**config.mk**
```make
export PLATFORM = sky130hd
export DESIGN_NAME = csa_accum_seq
export DESIGN_NICKNAME = d
export VERILOG_FILES = /design/src/rtl/csa_accum_seq.sv
export SDC_FILE = /design/constraint.sdc
export NUM_CORES = 1
export LEC_CHECK = 0
export BUFFER_PORTS_ARGS = -buffer_cell sky130_fd_sc_hd__buf_4
export CORE_MARGIN = 2
export CORE_UTILIZATION = 30
export CTS_CLUSTER_SIZE = 25
export DETAILED_ROUTE_END_ITERATION = 16
export MAX_ROUTING_LAYER = met4
export SETUP_SLACK_MARGIN = 0.05
export SYNTH_ARGS = -nofsm -noshare
export SYNTH_HDL_FRONTEND = slang
export SYNTH_SLANG_ARGS = --single-unit
export TNS_END_PERCENT = 5
```
**constraint.sdc**
```tcl
create_clock -name clk -period 8.8 [get_ports clk]
set_input_delay 0.88 -clock clk [delete_from_list [all_inputs] [get_ports clk]]
set_output_delay 0.88 -clock clk [all_outputs]
set_load 0.01 [all_outputs]
```
**src/rtl/csa_accum_seq.sv**
```systemverilog
// csa_accum_seq: sequential multi-operand accumulator.
// Each accepted beat carries LANES unsigned operands. A carry-save tree folds
// them into a (sum, carry) register pair. After BEATS beats, one carry-propagate
// add resolves the pair into out_sum.
//
// Ports:
//   clk, rst   - clock; asynchronous active-high reset
//   clr        - synchronous abort (drops partial sum / pending result)
//   in_valid / in_ready / in_data  - beat input, lane j = in_data[j*SIZE_I +: SIZE_I]
//   out_valid / out_ready / out_sum - resolved result handshake
//   busy       - any state other than IDLE

// One 3:2 compressor level across the full word. The carry vector is returned
// already shifted into its weight, so callers can treat both outputs alike.
module csa_3to2 #(
  parameter int W = 8
) (
  input  logic [W-1:0] a,
  input  logic [W-1:0] b,
  input  logic [W-1:0] c,
  output logic [W-1:0] s,
  output logic [W-1:0] cy
);
  logic [W-1:0] maj;
  assign s   = a ^ b ^ c;
  assign maj = (a & b) | (a & c) | (b & c);
  assign cy  = maj << 1;  // top bit drops out: arithmetic is mod 2^W
endmodule

// Reduces N aligned operands to a carry-save pair with a chain of 3:2 levels.
// Purely combinational; ops[0]/ops[1] seed the chain.
module csa_tree_6to3 #(
  parameter int W = 8,
  parameter int N = 6
) (
  input  logic [N-1:0][W-1:0] ops,
  output logic [W-1:0]        sum,
  output logic [W-1:0]        carry
);
  logic [N-2:0][W-1:0] s_ch;
  logic [N-2:0][W-1:0] c_ch;

  assign s_ch[0] = ops[0];
  assign c_ch[0] = ops[1];

  for (genvar k = 0; k < N-2; k++) begin : g_lvl
    csa_3to2 #(.W(W)) u_csa (
      .a  (s_ch[k]),
      .b  (c_ch[k]),
      .c  (ops[k+2]),
      .s  (s_ch[k+1]),
      .cy (c_ch[k+1])
    );
  end

  assign sum   = s_ch[N-2];
  assign carry = c_ch[N-2];
endmodule

module csa_accum_seq #(
  parameter int SIZE_I = 32,
  parameter int LANES  = 4,
  parameter int BEATS  = 8,
  parameter int SIZE_O = SIZE_I + $clog2(LANES*BEATS)
) (
  input  logic                    clk,
  input  logic                    rst,
  input  logic                    clr,
  input  logic                    in_valid,
  output logic                    in_ready,
  input  logic [LANES*SIZE_I-1:0] in_data,
  output logic                    out_valid,
  input  logic                    out_ready,
  output logic [SIZE_O-1:0]       out_sum,
  output logic                    busy
);
  localparam int N  = LANES + 2;
  localparam int CW = $clog2(BEATS+1);

  typedef enum logic [1:0] {IDLE, ACC, RESOLVE, OUT} state_t;

  state_t                  state_q, state_d;
  logic [SIZE_O-1:0]       sum_r, carry_r;
  logic [CW-1:0]           beat_cnt;
  logic                    accept, last_beat;
  logic [N-1:0][SIZE_O-1:0] ops;
  logic [SIZE_O-1:0]       tree_s, tree_c;

  // Feedback is forced to zero outside ACC so the first beat starts clean
  // even if a register were somehow left non-zero.
  always_comb begin
    ops    = '0;
    ops[0] = (state_q == ACC) ? sum_r   : '0;
    ops[1] = (state_q == ACC) ? carry_r : '0;
    for (int j = 0; j < LANES; j++)
      ops[j+2] = SIZE_O'(in_data[j*SIZE_I +: SIZE_I]);
  end

  csa_tree_6to3 #(.W(SIZE_O), .N(N)) u_tree (
    .ops   (ops),
    .sum   (tree_s),
    .carry (tree_c)
  );

  assign in_ready  = ((state_q == IDLE) || (state_q == ACC)) && !clr;
  assign accept    = in_valid && in_ready;
  // beat_cnt is 0 in IDLE, so this also covers BEATS==1 from IDLE.
  assign last_beat = (beat_cnt == CW'(BEATS-1));
  assign busy      = (state_q != IDLE);

  always_ff @(posedge clk or posedge rst) begin
    if (rst) state_q <= IDLE;
    else     state_q <= state_d;
  end

  always_comb begin
    state_d = state_q;
    case (state_q)
      IDLE:    if (accept) state_d = last_beat ? RESOLVE : ACC;
      ACC:     if (accept && last_beat) state_d = RESOLVE;
      RESOLVE: state_d = OUT;
      OUT:     if (out_ready) state_d = IDLE;
      default: state_d = IDLE;
    endcase
    if (clr) state_d = IDLE;
  end

  always_ff @(posedge clk or posedge rst) begin
    if (rst) begin
      sum_r     <= '0;
      carry_r   <= '0;
      beat_cnt  <= '0;
      out_sum   <= '0;
      out_valid <= 1'b0;
    end else if (clr) begin
      // out_sum is deliberately held; only the pending valid is dropped.
      sum_r     <= '0;
      carry_r   <= '0;
      beat_cnt  <= '0;
      out_valid <= 1'b0;
    end else begin
      if (accept) begin
        sum_r    <= tree_s;
        carry_r  <= tree_c;
        beat_cnt <= beat_cnt + CW'(1);
      end
      if (state_q == RESOLVE) begin
        out_sum   <= sum_r + carry_r;
        out_valid <= 1'b1;
        sum_r     <= '0;
        carry_r   <= '0;
        beat_cnt  <= '0;
      end
      if ((state_q == OUT) && out_ready)
        out_valid <= 1'b0;
    end
  end
endmodule

```
---- After elaboration in Yosys (flattened, before gate mapping) ----
Cells that the tools add are included.
operators by class
  $add $sub $neg .......................... 2
  equality and inequality tests ........... 7
  multiplexer cells ....................... 20
  bitwise gates (word level) .............. 29
  reductions and logical operators ........ 12
operator list
  cell                                                    number
  two-way mux 37 bit                                      8
  AND 36 x 32 -> 36 bit                                   8
  OR 36 bit                                               8
  XOR 37 x 32 -> 37 bit                                   4
  XOR 37 bit                                              4
  AND 36 bit                                              4
  adder 37 bit                                            1
  two-way mux 4 bit                                       3
  two-way mux 2 bit                                       5
  one-hot mux 2 bit (4 select lines)                      1
  inequality test 3 bit (second input constant)           2
  nonzero test 3 bit                                      2
  adder 4 x 1 -> 4 bit (second input constant)            1
  == test 2 bit (second input constant)                   2
  == test 4 x 3 -> 1 bit (second input constant)          1
  logical AND 1 bit                                       4
  two-way mux 1 bit                                       3
  inequality test 3 x 2 -> 1 bit (second input constant)  1
  AND reduction 3 bit                                     1
  == test 2 x 1 -> 1 bit (second input constant)          1
  logical NOT 2 bit                                       1
  AND reduction 2 bit                                     1
  nonzero test 2 bit                                      1
  logical NOT 1 bit                                       1
  2 further kinds                                         2
word-level totals
  bits in registers ....................... 118
  input bits .............................. 133
  word-level logic and storage cells ...... 76

---- Longest topological paths before layout ----
  depth after elaboration ................. 17
  gate-level depth with buffers ........... 13
  gate-level depth less buffers ........... 11

---- Cells and area by module ----
Synthesis repeated with hierarchy kept, for this count alone.
unflattened totals
  cell total of the unflattened synthesis .. 858
  area total of the unflattened synthesis .. 9844.4 um^2
by module, submodules not included
  module         times used  cells each  area an instance (um^2)
  csa_accum_seq  1           702         6821.5
  csa_3to2       4           39          755.7

---- Least setup slack after synthesis ----
OpenSTA, ideal clock, no wires.
  path kind ............................... register to register
  from .................................... reg state_q[1]
  to ...................................... reg sum_r[31]
  setup time .............................. 0.121 ns
  arrival time ............................ 3.283 ns
  setup slack ............................. 5.396 ns
  stages on the path, launching flop included .. 13
  clock period less this slack ............ 3.404 ns
  path through ............................ dfrtp_1 -> inv_1 -> ha_1 -> clkbuf_1 -> clkbuf_1 -> and2_1 -> fa_1 -> inv_1 -> fa_1 -> inv_1 -> fa_1 -> fa_1 -> a22o_1
between the ends
  cells in the longest elaborated chain, start to end .. 16
  elaborated cells on any way between the ends .. 35
ends and longest elaborated chain
  what                                                 RTL line     text
  start, declared                                      82           state_t state_q, state_d;
  start signal, assigned                               113          else state_q <= state_d;
  == test 2 x 1 -> 1 bit                               93, 94, 105
  two-way mux 37 bit (on tied branches)                93, 94
  AND 36 bit or AND 36 x 32 -> 36 bit (tied branches)  26           assign maj = (a & b) | (a & c) | (b & c);
  OR 36 bit (2 in a row)                               26
  AND 36 bit                                           26
  OR 36 bit (2 in a row)                               26
  AND 36 bit                                           26
  OR 36 bit (2 in a row)                               26
  XOR 37 bit                                           25           assign s = a ^ b ^ c;
  XOR 37 x 32 -> 37 bit                                25
  two-way mux 37 bit                                   142          if (accept) begin
  two-way mux 37 bit                                   147          if (state_q == RESOLVE) begin
  two-way mux 37 bit                                   135          end else if (clr) begin
  end signal, assigned                                 143          sum_r <= tree_s;
  end, declared                                        83           logic [SIZE_O-1:0] sum_r, carry_r;
Parallel ways exist; a longest one is shown, timed or not. The select of a mux whose other input is x is not followed.
A chain may end at the register's enable or synchronous reset.

---- Worst setup path after layout ----
  from .................................... reg state_q[1]
  to ...................................... reg sum_r[19]
Same word-level chain as after synthesis.

==> impl_results.md <==
* Setup slack after layout at just under 5 ns
* Crit share post-route at 0.448
* Starting density of the core at 0.306
* Synth Instances at 896
* GR Util met3 at 0.0315
* Die height at 184 µm
* Synthesized Nets at approximately 1200
* # hold bufs at CTS at 0
* DP HPWL at 19400 µm
* GRT Total Usage at 0.158
* Utilization of the core after routing at 0.377
* Synthesized cell area at 9700 µm²
* Initial DRT Pass Iterations at 5
* Sequential-to-total area share from yosys stat at 0.302
* Ys flop type: dfrtp_1
* H-Tree Depth at 4
* Fin Clk Skew at slightly above 0.01 ns
* Die width at 184 µm
* DRC viols at 0
* Root buffer cell: clkbuf_16
* DRT antenna net count at 0
* Finished Cell Area at 12000 µm²
* Ports at roughly 170
* CTS tree: done
* Crit Path Class: reg2reg
* Met2 Usage GRT at 0.243
* Crit-path max cell delay at ~0.95 ns
* DR vias/cell at roughly 5.0
* Met1 usage at 0.216
* GR peak layer: met2
* CTS buffer count at 17
* Commonest non-fill, non-tap cell in the layout: buf_4
* Clk sink count at 117
* Buf+Inv Stages, Crit Path at 1
* Delay-heaviest family, CP: adder cells
* Layout area overhead at 23.3%
* VDD IR max at 0.140 mV
* Clock Pin Slew Worst Setup and Hold Paths at 0.06 ns
* Fill cells at 3155
* Most frequent cells in the layout: buf_4 (177), fa_1 (125), dfrtp_1 (117)
* Hold Crit Class: reg2reg
* CP Data Required Time at around 9 ns
* Share of layout cells above drive strength 1 at 0.208
* Clk_lat worst skew at a little over 0.4 ns
* Syn Area/Cell at approximately 11 µm²
* Grt ovf at 0
* Die Area at 33800 µm²
* Number of synthesized flops with an enable pin at 0
* Final Max Slew Viols at 0
* Most used cell, CP: fa_1
* Data arrival, critical path at 4.24 ns
* GPL Wtd Cong at 0.861
* CP startpoint kind: register
* RSZ-0062 raised after global routing: false
* Slew HR at 0.238
* Vias in the first global route at 7780
* Setup violators final at 0
* CP Cell Sequence: inv_1 > ha_2 > and2_1 > fa_1 > fa_1 > fa_1 > fa_1 > a22o_1
* Synth unique cells at 55
* Avg WL per Cell at 16.9 µm
* Post-CTS sizing at 0
* Clock tree buffer depth at 2
* Max-cap violations at 0
* CP max FO at between 70 and 80
* Setup TNS Final at 0 ns
* Global-route wire length before repair at 41100 µm
* Initial antenna violation count at 0
* FF/Latch Area at slightly below 3000 µm²
* Flops & latches, synth at 117
* Yosys top cell by area: dfrtp_1
* Placed instance area at 11400 µm²
* Fmax at 254 MHz
* Core ar. at 31700 µm²
* Place WS at 4.82 ns
* Leakage at about 5.7 nW
* Rows at 65
* Vias at 7300
* Slowest-stage cell, CP: ha_2
* # diodes at 0
* Pwr per Cell Area at around 250 nW/µm²
* Post-CTS setup buffer count at 0
* Top cells by area, synth: dfrtp_1 (30%), fa_1 (26%), ha_1 (7.9%)
* Largest net degree at the start of global routing at between 70 and 80
* Async SR Flop Fraction at 1.00
* Synth warn at 0
* Area of the multi-input gates at 6550 µm²
* Post-synth top area share at 0.302
* Iter 0 DRT Violations at 300
* Measured slew at the worst slew-check pin at 1.14 ns
* Fin crit period at 3.94 ns
* CP Capture Type: register
* Port Buffer Count at 172
* Final #Nets at 1368
* Total chip power at 3.00 mW
* Drt total wl at 24700 µm
* Outcome: finished clean
* Endpoints failing hold at 0
==> area by class of cell <==
class | instances | share of cell area
multi-input combinational | 714 | 0.547
tap | 402 | 0.0420
inverter | 22 | 0.00711
clock inverter | 9 | 0.00857
timing repair buffer | 177 | 0.111
sequential | 117 | 0.245
clock buffer | 22 | 0.0396
==> report_power, final <==
| part | switching [mW] | total (mW) | internal [mW] | leakage [nW] |
|---|---|---|---|---|
| Clock | 0.255 | 0.691 | 0.436 | 0.278 |
| Sequential | 0.129 | 0.817 | 0.688 | 1.58 |
| Combinational | 0.822 | 1.49 | 0.673 | 3.81 |
==> metrics by stage <==
stage | instances | hold slack (ns)
after floorplan | 896 | 0.453
after global placement | 1432 | 0.457
after detailed placement | 1432 | 0.466
after CTS | 1463 | 0.479
after global routing | 1463 | 0.511
final | 1463 | 0.474
==> kinds of logic after synthesis <==
logic type / synth area share
buffers and inverters: 0.0254
and+or+nand+nor: 0.136
AOI/OAI and AO/OA: 0.169
xor gates and xnor gates: 0.0253
adders and majority gates: 0.337
muxes: 0.00645
DFF: 0.302
==> path summary, 6_finish.rpt <==
path                         endpoint  cells past startpoint  slack (ns)       start
setup / recovery            sum_r[19]                      8        4.86  state_q[1]
hold reg to reg            out_sum[0]                      2        0.47  out_sum[0]
max in group asynchronous   sum_r[23]                      3        6.90         rst
hold / removal             out_sum[0]                      2        0.47  out_sum[0]
min in group asynchronous    sum_r[3]                      2        0.61         rst
setup reg to reg            sum_r[19]                      8        4.86  state_q[1]
==> synth_stat cells (2+ instances only) <==
cell       count
nand3_1       16
a21boi_0       3
a21o_1         7
fa_1         125
a21oi_1       44
nor2b_1        6
a211o_1        4
a31oi_1       10
buf_2          2
dfrtp_1      117
and2_1        74
o21bai_1       4
buf_1          6
nand2b_1      10
mux2_2         2
a211oi_1       4
nand4_1       13
nor3_1         9
a22o_1        72
mux2i_1        4
o311ai_0       4
o211ai_1       5
o31ai_1        3
clkbuf_1      35
a31o_2         2
o2111ai_1      2
xor2_1        16
o21a_1         2
inv_1         22
o21ai_0       56
nor2_1        38
o21ai_1        2
a221oi_1       2
xnor2_1       12
nand3b_1       2
ha_1          61
a22oi_1        2
or3_1          2
and3_1         8
nand2_1       73
==> routing by layer <==
metal,vias up,share of wire
li1,3478,-
met1,3631,0.47
met2,173,0.46
met3,18,0.052
met4,0,0.013
met5,-,0
==> sequential cells by signal, summed over array words and instances (netlist names) <==
| register | cells |
|---|---|
| carry_r | 36 |
| out_sum | 37 |
| state_q | 2 |
| out_valid | 1 |
| beat_cnt | 4 |
| sum_r | 37 |
==> worst min-delay path, delay by kind of cell (launching register included) <==
kind	cells	cell delay, ns
DFF	1	0.34
and+or+nand+nor	2	0.10
No activity file was read; power rests on OpenSTA's default activity.
